<file path="config.mk">
export PLATFORM = sky130hd
export DESIGN_NAME = noc_pattern_seq_flat
export DESIGN_NICKNAME = d
export VERILOG_FILES = /design/src/rtl/noc_seq_pkg.sv /design/src/rtl/noc_pattern_seq_if.sv /design/src/rtl/noc_pattern_rom.sv /design/src/rtl/noc_pattern_seq.sv /design/src/flat_wrapper.sv
export SDC_FILE = /design/constraint.sdc
export NUM_CORES = 1
export LEC_CHECK = 0
export BUFFER_PORTS_ARGS = -buffer_cell sky130_fd_sc_hd__buf_4
export CORE_AREA = 8 8 137 139
export CTS_BUF_LIST = sky130_fd_sc_hd__clkbuf_2 sky130_fd_sc_hd__clkbuf_4 sky130_fd_sc_hd__clkbuf_8
export DETAILED_ROUTE_END_ITERATION = 10
export DIE_AREA = 0 0 145 147
export GPL_TIMING_DRIVEN = 1
export PLACE_DENSITY = 0.63
export SLEW_MARGIN = 25
export SYNTH_ARGS = -nofsm -noshare
export SYNTH_HDL_FRONTEND = slang
export SYNTH_SLANG_ARGS = --single-unit
</file>
<file path="constraint.sdc">
create_clock -name clk -period 4.4 [get_ports clk]
set_input_delay 0.66 -clock clk [delete_from_list [all_inputs] [get_ports clk]]
set_output_delay 0.66 -clock clk [all_outputs]
set_load 0.01 [all_outputs]
</file>
<file path="src/rtl/noc_seq_pkg.sv">
// Shared definitions for the traffic-pattern sequencer: pattern codes, FSM states,
// per-PE field widths, the configuration bundle and destination helpers.
package noc_seq_pkg;

  localparam int PE_NUM = 8;
  localparam int SEND_W = 3;
  localparam int RECV_W = 3;
  localparam int RATE_W = 4;
  localparam int DST_W  = 24;
  localparam int MODE_W = 4;

  localparam logic [2:0] PAT_BIT_COMP = 3'd0;
  localparam logic [2:0] PAT_BIT_REV  = 3'd1;
  localparam logic [2:0] PAT_BIT_ROT  = 3'd2;
  localparam logic [2:0] PAT_SHUFFLE  = 3'd3;
  localparam logic [2:0] PAT_TORNADO  = 3'd4;
  localparam logic [2:0] PAT_NEIGHBOR = 3'd5;
  localparam logic [2:0] PAT_HOTSPOT  = 3'd6;
  localparam logic [2:0] PAT_TURN     = 3'd7;

  typedef enum logic [2:0] {
    ST_IDLE   = 3'd0,
    ST_FLUSH  = 3'd1,
    ST_SETTLE = 3'd2,
    ST_RUN    = 3'd3,
    ST_FIN    = 3'd4
  } seq_state_e;

  typedef struct packed {
    logic [PE_NUM-1:0]        dbg;
    logic [PE_NUM*SEND_W-1:0] send;
    logic [PE_NUM*RECV_W-1:0] recv;
    logic [PE_NUM*RATE_W-1:0] rate;
    logic [PE_NUM*DST_W-1:0]  dst;
    logic [PE_NUM*MODE_W-1:0] mode;
  } seq_cfg_t;

  localparam seq_cfg_t CFG_RESET = '{
    dbg:  {PE_NUM{1'b1}},
    send: {(PE_NUM*SEND_W){1'b0}},
    recv: {(PE_NUM*RECV_W){1'b0}},
    rate: {(PE_NUM*RATE_W){1'b0}},
    dst:  {(PE_NUM*DST_W){1'b0}},
    mode: {(PE_NUM*MODE_W){1'b0}}
  };

  function automatic logic [2:0] bitrev3(input logic [2:0] v);
    return {v[0], v[1], v[2]};
  endfunction

  function automatic logic [2:0] rotl3(input logic [2:0] v);
    return {v[1:0], v[2]};
  endfunction

  // Shuffle order {0,2,4,6,1,3,5,7} is itself rotl3(i), so shuffle rotates that order once more.
  function automatic logic [2:0] pattern_dst(input logic [2:0] sel, input logic [2:0] pe);
    case (sel)
      PAT_BIT_COMP: return ~pe;
      PAT_BIT_REV:  return bitrev3(pe);
      PAT_BIT_ROT:  return rotl3(pe);
      PAT_SHUFFLE:  return rotl3(rotl3(pe));
      PAT_TORNADO:  return pe + 3'd3;
      PAT_NEIGHBOR: return pe + 3'd1;
      PAT_HOTSPOT:  return 3'd0;
      PAT_TURN:     return 3'd0;
      default:      return 3'd0;
    endcase
  endfunction

endpackage

</file>
<file path="src/rtl/noc_pattern_seq_if.sv">
// Control/config bus between a test controller (master) and the pattern sequencer (slave).
// NOC_SEQ_PE_STAMP_EN adds the per-PE finish-cycle stamp bus.
interface noc_pattern_seq_if
  import noc_seq_pkg::*;
#(
  parameter int CNT_W = 16
) ();
  logic                        start;
  logic [2:0]                  pattern_sel;
  logic [PE_NUM-1:0]           pe_enable;
  logic [PE_NUM-1:0]           pe_dbg_mode_wire;
  logic [PE_NUM*SEND_W-1:0]    pe_send_num_wire;
  logic [PE_NUM*RECV_W-1:0]    pe_receive_num_wire;
  logic [PE_NUM*RATE_W-1:0]    pe_rate_wire;
  logic [PE_NUM*DST_W-1:0]     pe_dst_seq_wire;
  logic [PE_NUM*MODE_W-1:0]    pe_mode_wire;
  logic [PE_NUM-1:0]           pe_flush_wire;
  logic [PE_NUM-1:0]           pe_task_receive_finish_flag;
  logic [PE_NUM-1:0]           pe_task_send_finish_flag;
  logic                        busy;
  logic                        done;
  logic                        timeout;
  logic [CNT_W-1:0]            run_cycles;
`ifdef NOC_SEQ_PE_STAMP_EN
  logic [PE_NUM*CNT_W-1:0]     pe_finish_cycle;
`endif

  modport master (
    output start, pattern_sel, pe_task_receive_finish_flag, pe_task_send_finish_flag,
    input  pe_enable, pe_dbg_mode_wire, pe_send_num_wire, pe_receive_num_wire,
           pe_rate_wire, pe_dst_seq_wire, pe_mode_wire, pe_flush_wire,
           busy, done, timeout, run_cycles
`ifdef NOC_SEQ_PE_STAMP_EN
    , input pe_finish_cycle
`endif
  );

  modport slave (
    input  start, pattern_sel, pe_task_receive_finish_flag, pe_task_send_finish_flag,
    output pe_enable, pe_dbg_mode_wire, pe_send_num_wire, pe_receive_num_wire,
           pe_rate_wire, pe_dst_seq_wire, pe_mode_wire, pe_flush_wire,
           busy, done, timeout, run_cycles
`ifdef NOC_SEQ_PE_STAMP_EN
    , output pe_finish_cycle
`endif
  );
endinterface

</file>
<file path="src/rtl/noc_pattern_rom.sv">
// Combinational pattern table: maps a pattern code to the full per-PE configuration set.
module noc_pattern_rom
  import noc_seq_pkg::*;
(
  input  logic [2:0] pattern_sel,
  output seq_cfg_t   cfg
);

  // Per-PE table lookup; rate stays 0 and debug mode stays on for every pattern.
  always_comb begin
    cfg = CFG_RESET;
    for (int i = 0; i < PE_NUM; i++) begin
      cfg.dst[DST_W*i +: DST_W] = {{(DST_W-3){1'b0}}, pattern_dst(pattern_sel, 3'(i))};
      case (pattern_sel)
        PAT_HOTSPOT: begin
          cfg.send[SEND_W*i +: SEND_W] = (i == 0) ? 3'd0 : 3'd1;
          cfg.recv[RECV_W*i +: RECV_W] = (i == 0) ? 3'd7 : 3'd0;
          cfg.mode[MODE_W*i +: MODE_W] = 4'd1;
        end
        PAT_TURN: begin
          cfg.send[SEND_W*i +: SEND_W] = 3'd7;
          cfg.recv[RECV_W*i +: RECV_W] = 3'd7;
          cfg.mode[MODE_W*i +: MODE_W] = 4'd0;
        end
        default: begin
          cfg.send[SEND_W*i +: SEND_W] = 3'd1;
          cfg.recv[RECV_W*i +: RECV_W] = 3'd1;
          cfg.mode[MODE_W*i +: MODE_W] = 4'd1;
        end
      endcase
    end
  end

endmodule

</file>
<file path="src/rtl/noc_pattern_seq.sv">
// Traffic-pattern sequencer for the 2x4 mesh: latch pattern, flush, settle, run to finish/timeout.
// Optional NOC_SEQ_PE_STAMP_EN records the RUN cycle at which each PE first reports both finish flags.
module noc_pattern_seq
  import noc_seq_pkg::*;
#(
  parameter int FLUSH_CYC   = 4,
  parameter int SETTLE_CYC  = 50,
  parameter int CNT_W       = 16,   // must match the interface CNT_W
  parameter int TIMEOUT_CYC = 4096
) (
  input logic             clk,
  input logic             rst_n,
  noc_pattern_seq_if.slave bus
);

  localparam int PH_MAX = (FLUSH_CYC > SETTLE_CYC) ? FLUSH_CYC : SETTLE_CYC;
  localparam int PH_W   = $clog2(PH_MAX + 1);
  localparam logic [PH_W-1:0]   FLUSH_LAST  = PH_W'(FLUSH_CYC - 1);
  localparam logic [PH_W-1:0]   SETTLE_LAST = PH_W'(SETTLE_CYC - 1);
  localparam logic [CNT_W-1:0]  TIMEOUT_VAL = CNT_W'(TIMEOUT_CYC);
  localparam logic [PE_NUM-1:0] ALL_PE      = {PE_NUM{1'b1}};
  localparam logic [PE_NUM-1:0] NO_PE       = {PE_NUM{1'b0}};

  seq_state_e        state_r;
  logic [PH_W-1:0]   phase_r;
  seq_cfg_t          cfg_r;
  seq_cfg_t          rom_cfg_s;
  logic [PE_NUM-1:0] enable_r;
  logic [PE_NUM-1:0] flush_r;
  logic              busy_r;
  logic              done_r;
  logic              timeout_r;
  logic [CNT_W-1:0]  run_cycles_r;
  logic [CNT_W-1:0]  run_next_s;
  logic [PE_NUM-1:0] pe_fin_s;
  logic              all_fin_s;
  logic              start_acc_s;

  noc_pattern_rom u_rom (
    .pattern_sel (bus.pattern_sel),
    .cfg         (rom_cfg_s)
  );

  assign pe_fin_s    = bus.pe_task_receive_finish_flag & bus.pe_task_send_finish_flag;
  assign all_fin_s   = &pe_fin_s;
  assign start_acc_s = (state_r == ST_IDLE) && bus.start;

  // Saturating increment of the run-cycle counter.
  always_comb begin
    run_next_s = run_cycles_r;
    if (run_cycles_r != {CNT_W{1'b1}}) begin
      run_next_s = run_cycles_r + CNT_W'(1);
    end else begin
      run_next_s = run_cycles_r;
    end
  end

  // Sequencer FSM with all control/status outputs registered alongside the state.
  always_ff @(posedge clk or negedge rst_n) begin
    if (!rst_n) begin
      state_r      <= ST_IDLE;
      phase_r      <= {PH_W{1'b0}};
      cfg_r        <= CFG_RESET;
      enable_r     <= NO_PE;
      flush_r      <= ALL_PE;
      busy_r       <= 1'b0;
      done_r       <= 1'b0;
      timeout_r    <= 1'b0;
      run_cycles_r <= {CNT_W{1'b0}};
    end else begin
      done_r <= 1'b0;
      case (state_r)
        ST_IDLE: begin
          enable_r <= NO_PE;
          flush_r  <= ALL_PE;
          if (start_acc_s) begin
            cfg_r        <= rom_cfg_s;
            timeout_r    <= 1'b0;
            run_cycles_r <= {CNT_W{1'b0}};
            phase_r      <= FLUSH_LAST;
            busy_r       <= 1'b1;
            state_r      <= ST_FLUSH;
          end
        end
        ST_FLUSH: begin
          if (phase_r == {PH_W{1'b0}}) begin
            flush_r <= NO_PE;
            phase_r <= SETTLE_LAST;
            state_r <= ST_SETTLE;
          end else begin
            phase_r <= phase_r - PH_W'(1);
          end
        end
        ST_SETTLE: begin
          if (phase_r == {PH_W{1'b0}}) begin
            enable_r <= ALL_PE;
            state_r  <= ST_RUN;
          end else begin
            phase_r <= phase_r - PH_W'(1);
          end
        end
        ST_RUN: begin
          run_cycles_r <= run_next_s;
          // Finish takes priority over a timeout landing in the same cycle.
          if (all_fin_s || (run_next_s == TIMEOUT_VAL)) begin
            enable_r  <= NO_PE;
            flush_r   <= ALL_PE;
            done_r    <= 1'b1;
            timeout_r <= ~all_fin_s;
            state_r   <= ST_FIN;
          end
        end
        ST_FIN: begin
          busy_r  <= 1'b0;
          state_r <= ST_IDLE;
        end
        default: begin
          enable_r <= NO_PE;
          flush_r  <= ALL_PE;
          busy_r   <= 1'b0;
          state_r  <= ST_IDLE;
        end
      endcase
    end
  end

  assign bus.pe_enable           = enable_r;
  assign bus.pe_flush_wire       = flush_r;
  assign bus.pe_dbg_mode_wire    = cfg_r.dbg;
  assign bus.pe_send_num_wire    = cfg_r.send;
  assign bus.pe_receive_num_wire = cfg_r.recv;
  assign bus.pe_rate_wire        = cfg_r.rate;
  assign bus.pe_dst_seq_wire     = cfg_r.dst;
  assign bus.pe_mode_wire        = cfg_r.mode;
  assign bus.busy                = busy_r;
  assign bus.done                = done_r;
  assign bus.timeout             = timeout_r;
  assign bus.run_cycles          = run_cycles_r;

`ifdef NOC_SEQ_PE_STAMP_EN
  logic [PE_NUM-1:0][CNT_W-1:0] stamp_r;

  // A zero field means "not yet finished"; stamps start at 1 since they hold the post-increment count.
  always_ff @(posedge clk or negedge rst_n) begin
    if (!rst_n) begin
      stamp_r <= {(PE_NUM*CNT_W){1'b0}};
    end else if (start_acc_s) begin
      stamp_r <= {(PE_NUM*CNT_W){1'b0}};
    end else if (state_r == ST_RUN) begin
      for (int i = 0; i < PE_NUM; i++) begin
        if (pe_fin_s[i] && (stamp_r[i] == {CNT_W{1'b0}})) begin
          stamp_r[i] <= run_next_s;
        end
      end
    end
  end

  assign bus.pe_finish_cycle = stamp_r;
`endif

endmodule

</file>
<file path="src/flat_wrapper.sv">
// flat-port wrapper written by rule: the top's interface ports become plain ports
module noc_pattern_seq_flat import noc_seq_pkg::*;
#(
  parameter int FLUSH_CYC   = 4,
  parameter int SETTLE_CYC  = 50,
  parameter int CNT_W       = 16,                                    
  parameter int TIMEOUT_CYC = 4096
)
  (clk, rst_n, bus_start, bus_pattern_sel, bus_pe_task_receive_finish_flag, bus_pe_task_send_finish_flag, bus_pe_enable, bus_pe_dbg_mode_wire, bus_pe_send_num_wire, bus_pe_receive_num_wire, bus_pe_rate_wire, bus_pe_dst_seq_wire, bus_pe_mode_wire, bus_pe_flush_wire, bus_busy, bus_done, bus_timeout, bus_run_cycles);
  noc_pattern_seq_if #(.CNT_W(CNT_W)) bus_i ();
  input logic clk;
  input logic rst_n;
  input wire logic [$bits(bus_i.start)-1:0] bus_start;
  input wire logic [$bits(bus_i.pattern_sel)-1:0] bus_pattern_sel;
  input wire logic [$bits(bus_i.pe_task_receive_finish_flag)-1:0] bus_pe_task_receive_finish_flag;
  input wire logic [$bits(bus_i.pe_task_send_finish_flag)-1:0] bus_pe_task_send_finish_flag;
  output wire logic [$bits(bus_i.pe_enable)-1:0] bus_pe_enable;
  output wire logic [$bits(bus_i.pe_dbg_mode_wire)-1:0] bus_pe_dbg_mode_wire;
  output wire logic [$bits(bus_i.pe_send_num_wire)-1:0] bus_pe_send_num_wire;
  output wire logic [$bits(bus_i.pe_receive_num_wire)-1:0] bus_pe_receive_num_wire;
  output wire logic [$bits(bus_i.pe_rate_wire)-1:0] bus_pe_rate_wire;
  output wire logic [$bits(bus_i.pe_dst_seq_wire)-1:0] bus_pe_dst_seq_wire;
  output wire logic [$bits(bus_i.pe_mode_wire)-1:0] bus_pe_mode_wire;
  output wire logic [$bits(bus_i.pe_flush_wire)-1:0] bus_pe_flush_wire;
  output wire logic [$bits(bus_i.busy)-1:0] bus_busy;
  output wire logic [$bits(bus_i.done)-1:0] bus_done;
  output wire logic [$bits(bus_i.timeout)-1:0] bus_timeout;
  output wire logic [$bits(bus_i.run_cycles)-1:0] bus_run_cycles;
  assign bus_i.start = bus_start;
  assign bus_i.pattern_sel = bus_pattern_sel;
  assign bus_i.pe_task_receive_finish_flag = bus_pe_task_receive_finish_flag;
  assign bus_i.pe_task_send_finish_flag = bus_pe_task_send_finish_flag;
  assign bus_pe_enable = bus_i.pe_enable;
  assign bus_pe_dbg_mode_wire = bus_i.pe_dbg_mode_wire;
  assign bus_pe_send_num_wire = bus_i.pe_send_num_wire;
  assign bus_pe_receive_num_wire = bus_i.pe_receive_num_wire;
  assign bus_pe_rate_wire = bus_i.pe_rate_wire;
  assign bus_pe_dst_seq_wire = bus_i.pe_dst_seq_wire;
  assign bus_pe_mode_wire = bus_i.pe_mode_wire;
  assign bus_pe_flush_wire = bus_i.pe_flush_wire;
  assign bus_busy = bus_i.busy;
  assign bus_done = bus_i.done;
  assign bus_timeout = bus_i.timeout;
  assign bus_run_cycles = bus_i.run_cycles;
  noc_pattern_seq #(.FLUSH_CYC(FLUSH_CYC), .SETTLE_CYC(SETTLE_CYC), .CNT_W(CNT_W), .TIMEOUT_CYC(TIMEOUT_CYC)) u_core (.clk(clk), .rst_n(rst_n), .bus(bus_i));
endmodule
</file>
; Word level (Yosys, flattened, before mapping)
; Memory sizes are Yosys's and may differ from the RTL's. A register that Yosys moved wholly into a read port is not among the register bits.
; Cells that the tools add are included.
[totals]
reg_bits = 148
mem_bits_ro = 184
in_bits = 22
out_inout_bits = 347
elab_cells = 96
memories = 8
[memory_table]
columns = name, words, width, rd, rd_ports_with_merged_regs, write_ports, line
row1 = (name not given), 8, 3, 1, 1, 0, noc_seq_pkg.sv:57  ; case (sel)
row2 = (name not given), 8, 3, 1, 1, 0, noc_seq_pkg.sv:57
row3 = (name not given), 8, 3, 1, 1, 0, noc_seq_pkg.sv:57
row4 = (name not given), 8, 3, 1, 1, 0, noc_seq_pkg.sv:57
row5 = (name not given), 8, 3, 1, 1, 0, noc_seq_pkg.sv:57
row6 = (name not given), 8, 3, 1, 1, 0, noc_seq_pkg.sv:57
row7 = +2 memories, --, --, --, --, --, --
[classes]
add_sub_neg = 2
eq_ne = 13
n_mux = 29
bitwise = 5
n_reduce_logical = 27
[ops]
columns = op, count
row1 = 8-bit one-hot mux with 3 select lines, 2
row2 = 16-bit two-way mux, 2
row3 = 8-bit two-way mux, 4
row4 = 16-bit one-hot mux with 2 select lines, 1
row5 = 3-bit two-way mux, 6
row6 = 6-bit two-way mux, 3
row7 = 6-bit one-hot mux with 3 select lines, 1
row8 = 16-bit by 1-bit adder with 16-bit output (second input constant), 1
row9 = 16-bit by 13-bit == test with 1-bit output (second input constant), 1
row10 = 16-bit != test (second input constant), 1
row11 = 3-bit one-hot mux with 4 select lines, 1
row12 = 3-bit AND reduction, 4
row13 = 3-bit == test (second input constant), 3
row14 = 8-bit bitwise AND, 1
row15 = 1-bit zero test, 8
row16 = 2-bit by 1-bit != test with 1-bit output (second input constant), 4
row17 = 8-bit AND reduction, 1
row18 = 3-bit by 2-bit == test with 1-bit output (second input constant), 2
row19 = 6-bit zero test, 1
row20 = 1-bit two-way mux, 6
row21 = 3-bit one-hot mux with 2 select lines, 1
row22 = 2-bit AND reduction, 3
row23 = 2-bit OR reduction, 3
row24 = 6-bit by 1-bit subtractor with 6-bit output (second input constant), 1
row25 = 11 further kinds, 15

; Logic depth before layout (Yosys ltp)
; Gate-level depths: netlist of the first run.
[depth]
word_depth = 6
ltp_mapped = 9

; Hierarchy
; From an unflattened synthesis of the first run, not the netlist that was laid out.
[hier_totals]
cells_unflattened = 1895
area_unflattened_um2 = 16156.7
[modules_own_cells]
columns = module, instances, cells_each, area_per_inst_um2
row1 = noc_pattern_seq, 1, 1567, 13723.2
row2 = noc_pattern_rom, 1, 328, 2433.6

; Worst setup path after synthesis of the first run
; No wires, ideal clock.
[synth_path]
path_kind = reg-to-reg
from = register u_core.run_cycles_r[0] (netlist: u_core.bus.run_cycles[0])
to = register u_core.state_r[0]
setup_ns = 0.118
arrival_ns = 2.485
t_required_ns = 4.282
setup_slack_ns = 1.797
stages_incl_launch_ff = 8
synth_period_minus_slack_ns = 2.603
path_cell_list = dfrtp_1 ha_1 or3_1 a211o_1 a2111oi_4 o2111ai_2 or3_4 a21o_1
[synth_between]
elab_chain_len = 6
elab_cells_between_ends = 7
classes_between = add/sub (1) / eq/ne (3) / mux (1) / reduce/logical (2)
[synth_rtl]
columns = item, line
row1 = start: declaration, noc_pattern_seq.sv:33  ; logic [CNT_W-1:0] run_cycles_r;
row2 = start signal: assignment, noc_pattern_seq.sv:69  ; run_cycles_r <= {CNT_W{1'b0}};
row3 = start signal: assignment, noc_pattern_seq.sv:79  ; run_cycles_r <= {CNT_W{1'b0}};
row4 = start signal: assignment, noc_pattern_seq.sv:103  ; run_cycles_r <= run_next_s;
row5 = 16-bit by 1-bit adder with 16-bit output or 16-bit != test (tied branches), "noc_pattern_seq.sv:52, noc_pattern_seq.sv:51"
row6 = 16-bit two-way mux *, noc_pattern_seq.sv:51  ; if (run_cycles_r != {CNT_W{1'b1}}) begin
row7 = 16-bit by 13-bit == test with 1-bit output *, noc_pattern_seq.sv:105  ; if (all_fin_s || (run_next_s == TIMEOUT_VAL)) begin
row8 = 1-bit logical OR *, noc_pattern_seq.sv:105
row9 = 2-bit by 1-bit != test with 1-bit output (no source line) *, --
row10 = 4-bit AND reduction (no source line) *, --
row11 = end signal: assignment, noc_pattern_seq.sv:110  ; state_r <= ST_FIN;
row12 = end signal: assignment, noc_pattern_seq.sv:115  ; state_r <= ST_IDLE;
row13 = end signal: assignment, noc_pattern_seq.sv:121  ; state_r <= ST_IDLE;
row14 = end: declaration, noc_pattern_seq.sv:24  ; seq_state_e state_r;
; Mark *: on every way between the ends. The rest lies on a longest branch, timed or not.
; A chain may end at the register's enable or synchronous reset.

; Final worst setup path of the first run
[layout_path]
from = register u_core.run_cycles_r[4] (netlist: u_core.bus.run_cycles[4])
to = register u_core.state_r[0]
; Same word-level chain as after synthesis.

==> results of run 1 <==
## final timing paths
check	endpoint	from	cells after the start	slack, ps
worst max-delay path	u_core.state_r[0]$_DFFE_PN0P_	u_core.bus.run_cycles[4]$_DFFE_PN0P_	6	1510
max in group asynchronous	u_core.bus.run_cycles[15]$_DFFE_PN0P_	rst_n	1	3540
worst min-delay path	u_core.bus.run_cycles[11]$_DFFE_PN0P_	rst_n	1	380
worst min register to register	u_core.bus.pe_dst_seq_wire[72]$_DFFE_PN0P_	u_core.bus.pe_dst_seq_wire[72]$_DFFE_PN0P_	2	490
worst max register to register	u_core.state_r[0]$_DFFE_PN0P_	u_core.bus.run_cycles[4]$_DFFE_PN0P_	6	1510
min in group clk	u_core.bus.pe_dst_seq_wire[72]$_DFFE_PN0P_	u_core.bus.pe_dst_seq_wire[72]$_DFFE_PN0P_	2	490
## worst reg2reg max path: cells and delay by family (launching register included)
kind            cells  cell delay, ps
mux                 1             270
flops               1             560
simple gates        3            1570
compound gates      2             380
## power groups by stage
| stage | logic, mW | registers [mW] | clock network [mW] |
|---|---|---|---|
| 2_1_floorplan | 0.995 | 0.912 | 0 |
| 3_3_place_gp | 1.27 | 0.898 | 0 |
| 3_5_place_dp | 1.27 | 0.909 | 0 |
| 4_1_cts | 1.28 | 0.900 | 0.345 |
| 5_1_grt | 1.39 | 0.937 | 0.361 |
| 6_report | 1.26 | 0.897 | 0.326 |
## stage by stage
step	power (mW)	cell area [µm²]	hold slack [ps]	instances	utilization, %
after floorplan	1.91	6230	364	886	-
after global placement	2.17	5210	464	929	31.1
after detailed placement	2.18	5210	469	929	31.1
after CTS	2.52	5310	398	937	31.7
after global routing	2.69	5310	427	937	31.7
final	2.49	5310	380	937	31.7
## final cells by class
cell class	instances	area, µm²
clock buffer	7	90.1
clock inverter	1	7.51
fill	1818	11400
inverter	11	41.3
multi-input combinational	500	2460
sequential	56	1400
tap	225	282
timing repair buffer	137	1030
## cells by family (layout without fill, tap and decap cells)
group | Yosys count | after routing | share of synthesized area, %
AO/OA/AOI/OAI | 101 | 101 | 12.4
XOR/XNOR | 3 | 3 | 0.490
adder cells (fa/ha/maj) | 10 | 10 | 2.33
buffers and inverters | 330 | 156 | 44.3
flip-flops | 56 | 56 | 26.2
multiplexers | 3 | 3 | 0.584
other | 2 | 233 | 0.140
AND/OR/NAND/NOR | 150 | 150 | 13.5
## sequential cells by signal, summed over array words and instances, names as in the netlist, 3 cells and up
| signal | count |
|---|---|
| u_core.bus.pe_dst_seq_wire | 20 |
| u_core.bus.pe_receive_num_wire | 4 |
| u_core.bus.run_cycles | 16 |
| u_core.phase_r | 6 |
| u_core.state_r | 3 |
## routing by layer
metal	track usage [%]	part of all wire (%)	vias to the layer above
li1	-	-	1772
met1	13.5	41	1722
met2	18.9	48	201
met3	5.29	9.9	6
met4	3.05	0.83	0
met5	0	0	-
## synth_stat cells (2+ instances only)
master / number / area [µm²]
sky130_fd_sc_hd__buf_2: 2 / 10.0
sky130_fd_sc_hd__xnor2_1: 2 / 17.5
sky130_fd_sc_hd__a21oi_1: 26 / 130
sky130_fd_sc_hd__nor2b_1: 2 / 12.5
sky130_fd_sc_hd__o22ai_1: 2 / 12.5
sky130_fd_sc_hd__buf_4: 300 / 2250
sky130_fd_sc_hd__o31ai_1: 12 / 90.1
sky130_fd_sc_hd__mux2i_1: 2 / 20.0
sky130_fd_sc_hd__nor3_1: 11 / 55.1
sky130_fd_sc_hd__a22o_1: 2 / 17.5
sky130_fd_sc_hd__a31oi_1: 6 / 37.5
sky130_fd_sc_hd__and3_2: 2 / 15.0
sky130_fd_sc_hd__dfrtp_1: 55 / 1380
sky130_fd_sc_hd__inv_1: 11 / 41.3
sky130_fd_sc_hd__a211oi_1: 3 / 22.5
sky130_fd_sc_hd__nand2_1: 54 / 203
sky130_fd_sc_hd__and2_1: 2 / 12.5
sky130_fd_sc_hd__conb_1: 2 / 7.51
sky130_fd_sc_hd__a21o_1: 6 / 45.0
sky130_fd_sc_hd__nor2_1: 31 / 116
sky130_fd_sc_hd__nand4_1: 10 / 62.6
sky130_fd_sc_hd__o21a_1: 3 / 22.5
sky130_fd_sc_hd__nand2b_1: 6 / 37.5
sky130_fd_sc_hd__a311oi_1: 3 / 26.3
sky130_fd_sc_hd__nor4_1: 5 / 31.3
sky130_fd_sc_hd__or4_1: 3 / 22.5
sky130_fd_sc_hd__a211o_1: 2 / 17.5
sky130_fd_sc_hd__ha_1: 10 / 125
sky130_fd_sc_hd__clkbuf_1: 16 / 60.1
sky130_fd_sc_hd__o21ai_0: 24 / 120
sky130_fd_sc_hd__and4_1: 4 / 35.0
sky130_fd_sc_hd__nand3_1: 11 / 55.1
sky130_fd_sc_hd__or2_2: 3 / 18.8
==> results.txt, run 1 <==
- Most instantiated flip-flop cell in the synthesis netlist: sky130_fd_sc_hd__dfrtp_1
- Fmax achieved: ~350 MHz
- Sequential cells burn 36.1% of the power.
- Setup repair after global routing left no endpoint under its margin.
- Clock-pin slew was measured on the worst setup and hold paths at 120 ps.
- TritonCTS clock tree: built
* Port bufs: roughly 140
* Share of synthesized area occupied by flip-flops and latches: a little over a quarter
- Antenna violations before repair: 0
- Critical path buffer and inverter count: 0
- Post-CTS Hold Buffers: 0
- Share of power burned in combinational logic: 50.8%
- The top cell types in the final layout, fill and taps aside, are sky130_fd_sc_hd__conb_1, sky130_fd_sc_hd__buf_4, sky130_fd_sc_hd__dfrtp_1.
* Share of total power consumed by net switching: 43.8%
* Number of nets in the layout: 743
- The die covers 21300 µm².
* Sink count of the clock tree: 56
- The worst pin sits at a relative slew slack of between 40% and 50%.
- Yosys warning total: 0
* Final Critical Period: 2890 ps
* Wirelength, routed: 13200 µm
- The floorplan has 48 rows.
- CP max-delay cell: sky130_fd_sc_hd__nor4_1
- From left edge to right edge, the die measures 145 µm.
- Adding up every negative setup slack in the final design gives 0 ps.
* CP endpoint kind: flip-flop
- At the end of routability-driven placement, the weighted congestion stood at between 0.8 and 0.9.
- Before antenna repair, the detailed router went through 4 iterations.
* Vias in the first global route: 3773
- On the critical path the largest part of the delay comes from simple AND/OR/NAND/NOR gates.
* Post-synthesis instance area: 5360 µm²
- Leakage power summed over all cells: approximately 2.7 nW
- Entering global routing, the biggest net connects between 50 and 60 pins.
* Post-Synthesis Cells: 655
- Final Cycle Share: 65.8%
- For this run, the total global-route usage over all layers was measured as 11.6%.
* DRC viols: 0
* Setup-violating endpoint count in the final report: 0
- Dividing the detail-routed via count by the number of cells gives 3.95.
- The final max-slew violation count is 0.
- DP HPWL: about 10000 µm
- The cell sitting at the root of the clock tree is a sky130_fd_sc_hd__clkbuf_8.
* Category of the critical setup timing path: reg2reg
* MaxCap Viol Count: 0
* Number of gates given a new drive strength after cts: 0
- Power share of the clock group: 13.1%
- Area Overhead vs Synth: -0.934%
* Cell-by-cell listing of the critical path: nand4_1 > nor4_1 > mux2i_1 > o2111ai_1 > or3_4 > a21o_1
* Peak supply drop: around 0.24 mV
* Number of enable-type register cells in the synthesized netlist: 0
* CTS HTree Levels: 2
- Layout cell share with drive strength beyond 1: 22.1%
* Run status: finished clean
- Each instance of the synthesized netlist takes up on average 8.18 µm².
* Clock latency on the worst-skew pair: approximately 340 ps
* Number of clock buffers inserted by TritonCTS: 5
- The number of setup buffers added after CTS is 0.
* Wirelength per Cell: 14.1 µm
* Worst path required time: 4630 ps
- Largest fanout on the critical path: 10
- After synthesis, the netlist uses 55 different library cells.
- STA puts the critical path data arrival time at about 3100 ps.
- Worst setup margin: 1510 ps
- Clk_skew: 14.9 ps
* Final count of hold timing violations: 0
- FFs w/ async S/R, synth: 100%
- Summed over all layers, the global routing overflow is 0.
- Class of the most critical hold timing path: in2async
* Initial DRC count: 215
* Post-place setup slack: 1640 ps
- Switching component of the power: 1.09 mW
- Most common library cell in the layout ignoring fill and taps: sky130_fd_sc_hd__conb_1
* Wire length of the first global-routing pass: 20600 µm
* Post-detailed-route count of antenna-violating nets: 0
- The clock passes through at most 2 buffers.
* Top-level port count: 369
- The total area inside the core boundary comes to 16800 µm².
- Die height: 147 µm
- For the pin with the worst max-slew slack, the measured transition is 781 ps.
- Flop and latch count out of synthesis: 56
* Diode count: 0
- For this run, the slowest stage of the critical path takes 750 ps.
- Pwr dens: between 400 and 500 nW/µm²
- Across all layers, the routed design uses 3701 vias.
* Internal Power: 1.40 mW
- The worst setup path is launched from a flip-flop.
- Initial core utilization: a little under a third
No activity file was read; power rests on OpenSTA's default activity.
==> run 2: changes to the inputs <==
==> constraint.sdc (replaced) <==
create_clock -name clk -period 2.9 [get_ports clk]
set_input_delay 0.435 -clock clk [delete_from_list [all_inputs] [get_ports clk]]
set_output_delay 0.435 -clock clk [all_outputs]
set_load 0.01 [all_outputs]
==> results.txt, run 2 (synthesis results as in run 1) <==
- Run status: finished clean
* MaxCap Viol Count: 0 (unchanged)
- Total power: 3.91 mW (+57%)
* Buffer type at the clock tree root: sky130_fd_sc_hd__clkbuf_8
* Peak supply drop: 0.335 mV (+39%)
* CP endpoint kind: flip-flop
- Layout cell share with drive strength beyond 1: 22.9% (+0.83 points)
* Unrepaired setup endpoints after global routing: false
- The largest net degree at the start of global routing is 57 (unchanged).
* Fill count: 1817 (-0.055%)
- The boundary pin count was 369 (unchanged).
- The final-report hold violation count is 0 (unchanged).
- The number of sinks driven by the clock tree was 56 (unchanged).
- The count of nets left with antenna violations after detail routing came to 0 (unchanged).
- The final max-slew violation count came to 0 (unchanged).
- Setup-violating endpoint count in the final report: 0 (unchanged)
* Launching point of the worst reg2reg path: u_core.bus.run_cycles[1]$_DFFE_PN0P_
* Floorplan die width: 145 µm (unchanged)
* Worst-Margin Slew: 799 ps (+17.4 ps)
- The cell area power density was 723 nW/µm² (+54%).
- Largest fanout on the critical path: 6 (-4)
- TritonRoute pass-1 iters: 4 (unchanged)
- Via count of the routed design: 3709 (+0.22%)
* Via density per instance: 3.92 (-0.74%)
- Diode count: 0 (unchanged)
* Class of the most critical hold timing path: in2async
- DP HPWL: 10700 µm (+2.8%)
- DRC viols: 0 (unchanged)
* Antenna violations before repair: 0 (unchanged)
- The number of rows created at floorplan is 48 (unchanged).
* Initial DRC count: 166 (-23%)
* Worst setup path startpoint: u_core.bus.run_cycles[1]$_DFFE_PN0P_
* Wirelength, routed: 13400 µm (+0.87%)
- Post-CTS Hold Buffers: 0 (unchanged)
* Area of the die: 21300 µm² (unchanged)
- CP max-delay cell: sky130_fd_sc_hd__dfrtp_1
- The maximum clock rate was 376 MHz (+8.9%).
- Final Critical Period: 2660 ps (-235 ps)
- Number of clock buffers inserted by TritonCTS: 5 (unchanged)
- Commonest cells after routing, fill and taps aside: sky130_fd_sc_hd__conb_1, sky130_fd_sc_hd__buf_4, sky130_fd_sc_hd__dfrtp_1
* Std-Cell Core Area: 16800 µm² (unchanged)
* Wirelength per Cell: 14.1 µm (about the same)
- The number of flip-flops in the largest register is 20 (unchanged).
* Clock latency on the worst-skew pair: 320 ps (-20 ps)
* Initial core utilization: 32.0% (unchanged)
- Rel. slew slack: 46.6% (-1.2 points)
* Number of gates given a new drive strength after cts: 0 (unchanged)
- Setup total negative slack: 0 ps (unchanged)
- The number of buffers on the longest clock path was 2 (unchanged).
- Traced cell by cell, the critical path runs through ha_1 > or3_1 > a211o_1 > a2111oi_4 > o2111ai_2 > or3_4 > a21o_1.
- CTS clk-pin slew, worst paths: 110 ps (about the same)
- The number of I/O port buffers is 135 (unchanged).
- Die height: 147 µm (unchanged)
- The endpoint required time on the critical path is 3130 ps (-1500 ps).
- Most common library cell in the layout ignoring fill and taps: sky130_fd_sc_hd__conb_1
* Post CTS Setup Buffer Count: 0 (unchanged)
* CP max stage delay: 450 ps (-300 ps)
- The first-pass GRT wire length is 21400 µm (+3.8%).
- The layout net count is 752 (+1.2%).
- GRT Util Overall: 11.9% (+0.35 points)
- The final weighted congestion in routability-driven placement is 0.884 (+1.4%).
- The final global-route overflow total is 0 (unchanged).
- The critical path is of the reg2reg type.
- Worst EP arrival: 2890 ps (-230 ps)
- The setup clock skew after layout came to 8.94 ps (-5.95 ps).
* Vias in the first global route: 3936 (+4.3%)
- Leakage power summed over all cells: 2.79 nW (+2.2%)
- Area Overhead vs Synth: 0.817%
* Final Cycle Share: 91.7% (+26 points)
- Startpoint types: flip-flop
- The depth of the CTS H-tree came to 2 (unchanged).
- TritonCTS built the clock tree.
-- run 2: cell count changes in the layout (fill, tap and decap cells not counted), sizes merged --
cell,change
buf,+9
bufinv,+1
clkinvlp,-1
-- run 2: final cells by class --
type | instances | area (µm²) | share of cell area (%)
clock buffers | 7 | 96.3 | 1.78
clock inverters | 1 | 30.0 | 0.556
inverters | 11 | 41.3 | 0.764
multi-input cells | 500 | 2450 | 45.4
flip-flops and latches | 56 | 1400 | 26.0
well taps | 225 | 282 | 5.21
repair buffers | 146 | 1100 | 20.3
-- run 2: critical path: cells and delay by family, from the launching register on --
kind / cells / cell delay [ps]
simple gates: 2 / 810
flops: 1 / 450
fa+ha+maj: 1 / 260
compound gates: 4 / 1040
-- run 2: path summary, 6_finish.rpt --
kind,endpoint,cells past startpoint,slack (ps)
setup reg to reg,u_core.state_r[0]$_DFFE_PN0P_,7,240
hold reg to reg,u_core.bus.pe_dst_seq_wire[26]$_DFFE_PN0P_,2,490
setup / recovery,u_core.state_r[0]$_DFFE_PN0P_,7,240
max in group asynchronous,u_core.bus.pe_dst_seq_wire[144]$_DFFE_PN0P_,1,2240
min in group clk,u_core.bus.pe_dst_seq_wire[144]$_DFFE_PN0P_,2,360
hold / removal,u_core.phase_r[2]$_DFFE_PN0P_,1,170
-- run 2: metal layers --
layer  share of wire, %  vias up  global-route usage [%]
met4               0.73        0                    2.42
met2                 48      186                    19.8
met5                  0        -                       0
met3                9.2        6                    4.98
li1                   -     1783                       -
met1                 42     1734                    14.2
-- run 2: power breakdown --
part	leakage (nW)	total (mW)	switching [mW]	internal (mW)
clock network	0.0645	0.585	0.279	0.306
registers	0.696	1.33	0.289	1.04
logic	2.03	1.99	1.08	0.910
total	2.79	3.91	1.65	2.26
-- run 2: per-stage QoR --
| stage | worst slack [ps] | cell area, µm² | utilization, % | instances | hold WS, ps |
|---|---|---|---|---|---|
| after floorplan | 297 | 6230 | - | 886 | 139 |
| after global placement | 278 | 5280 | 31.5 | 938 | 464 |
| after detailed placement | 255 | 5280 | 31.5 | 938 | 469 |
| after CTS | 242 | 5400 | 32.2 | 946 | 191 |
| after global routing | 116 | 5400 | 32.2 | 946 | 221 |
| final | 241 | 5400 | 32.2 | 946 | 167 |
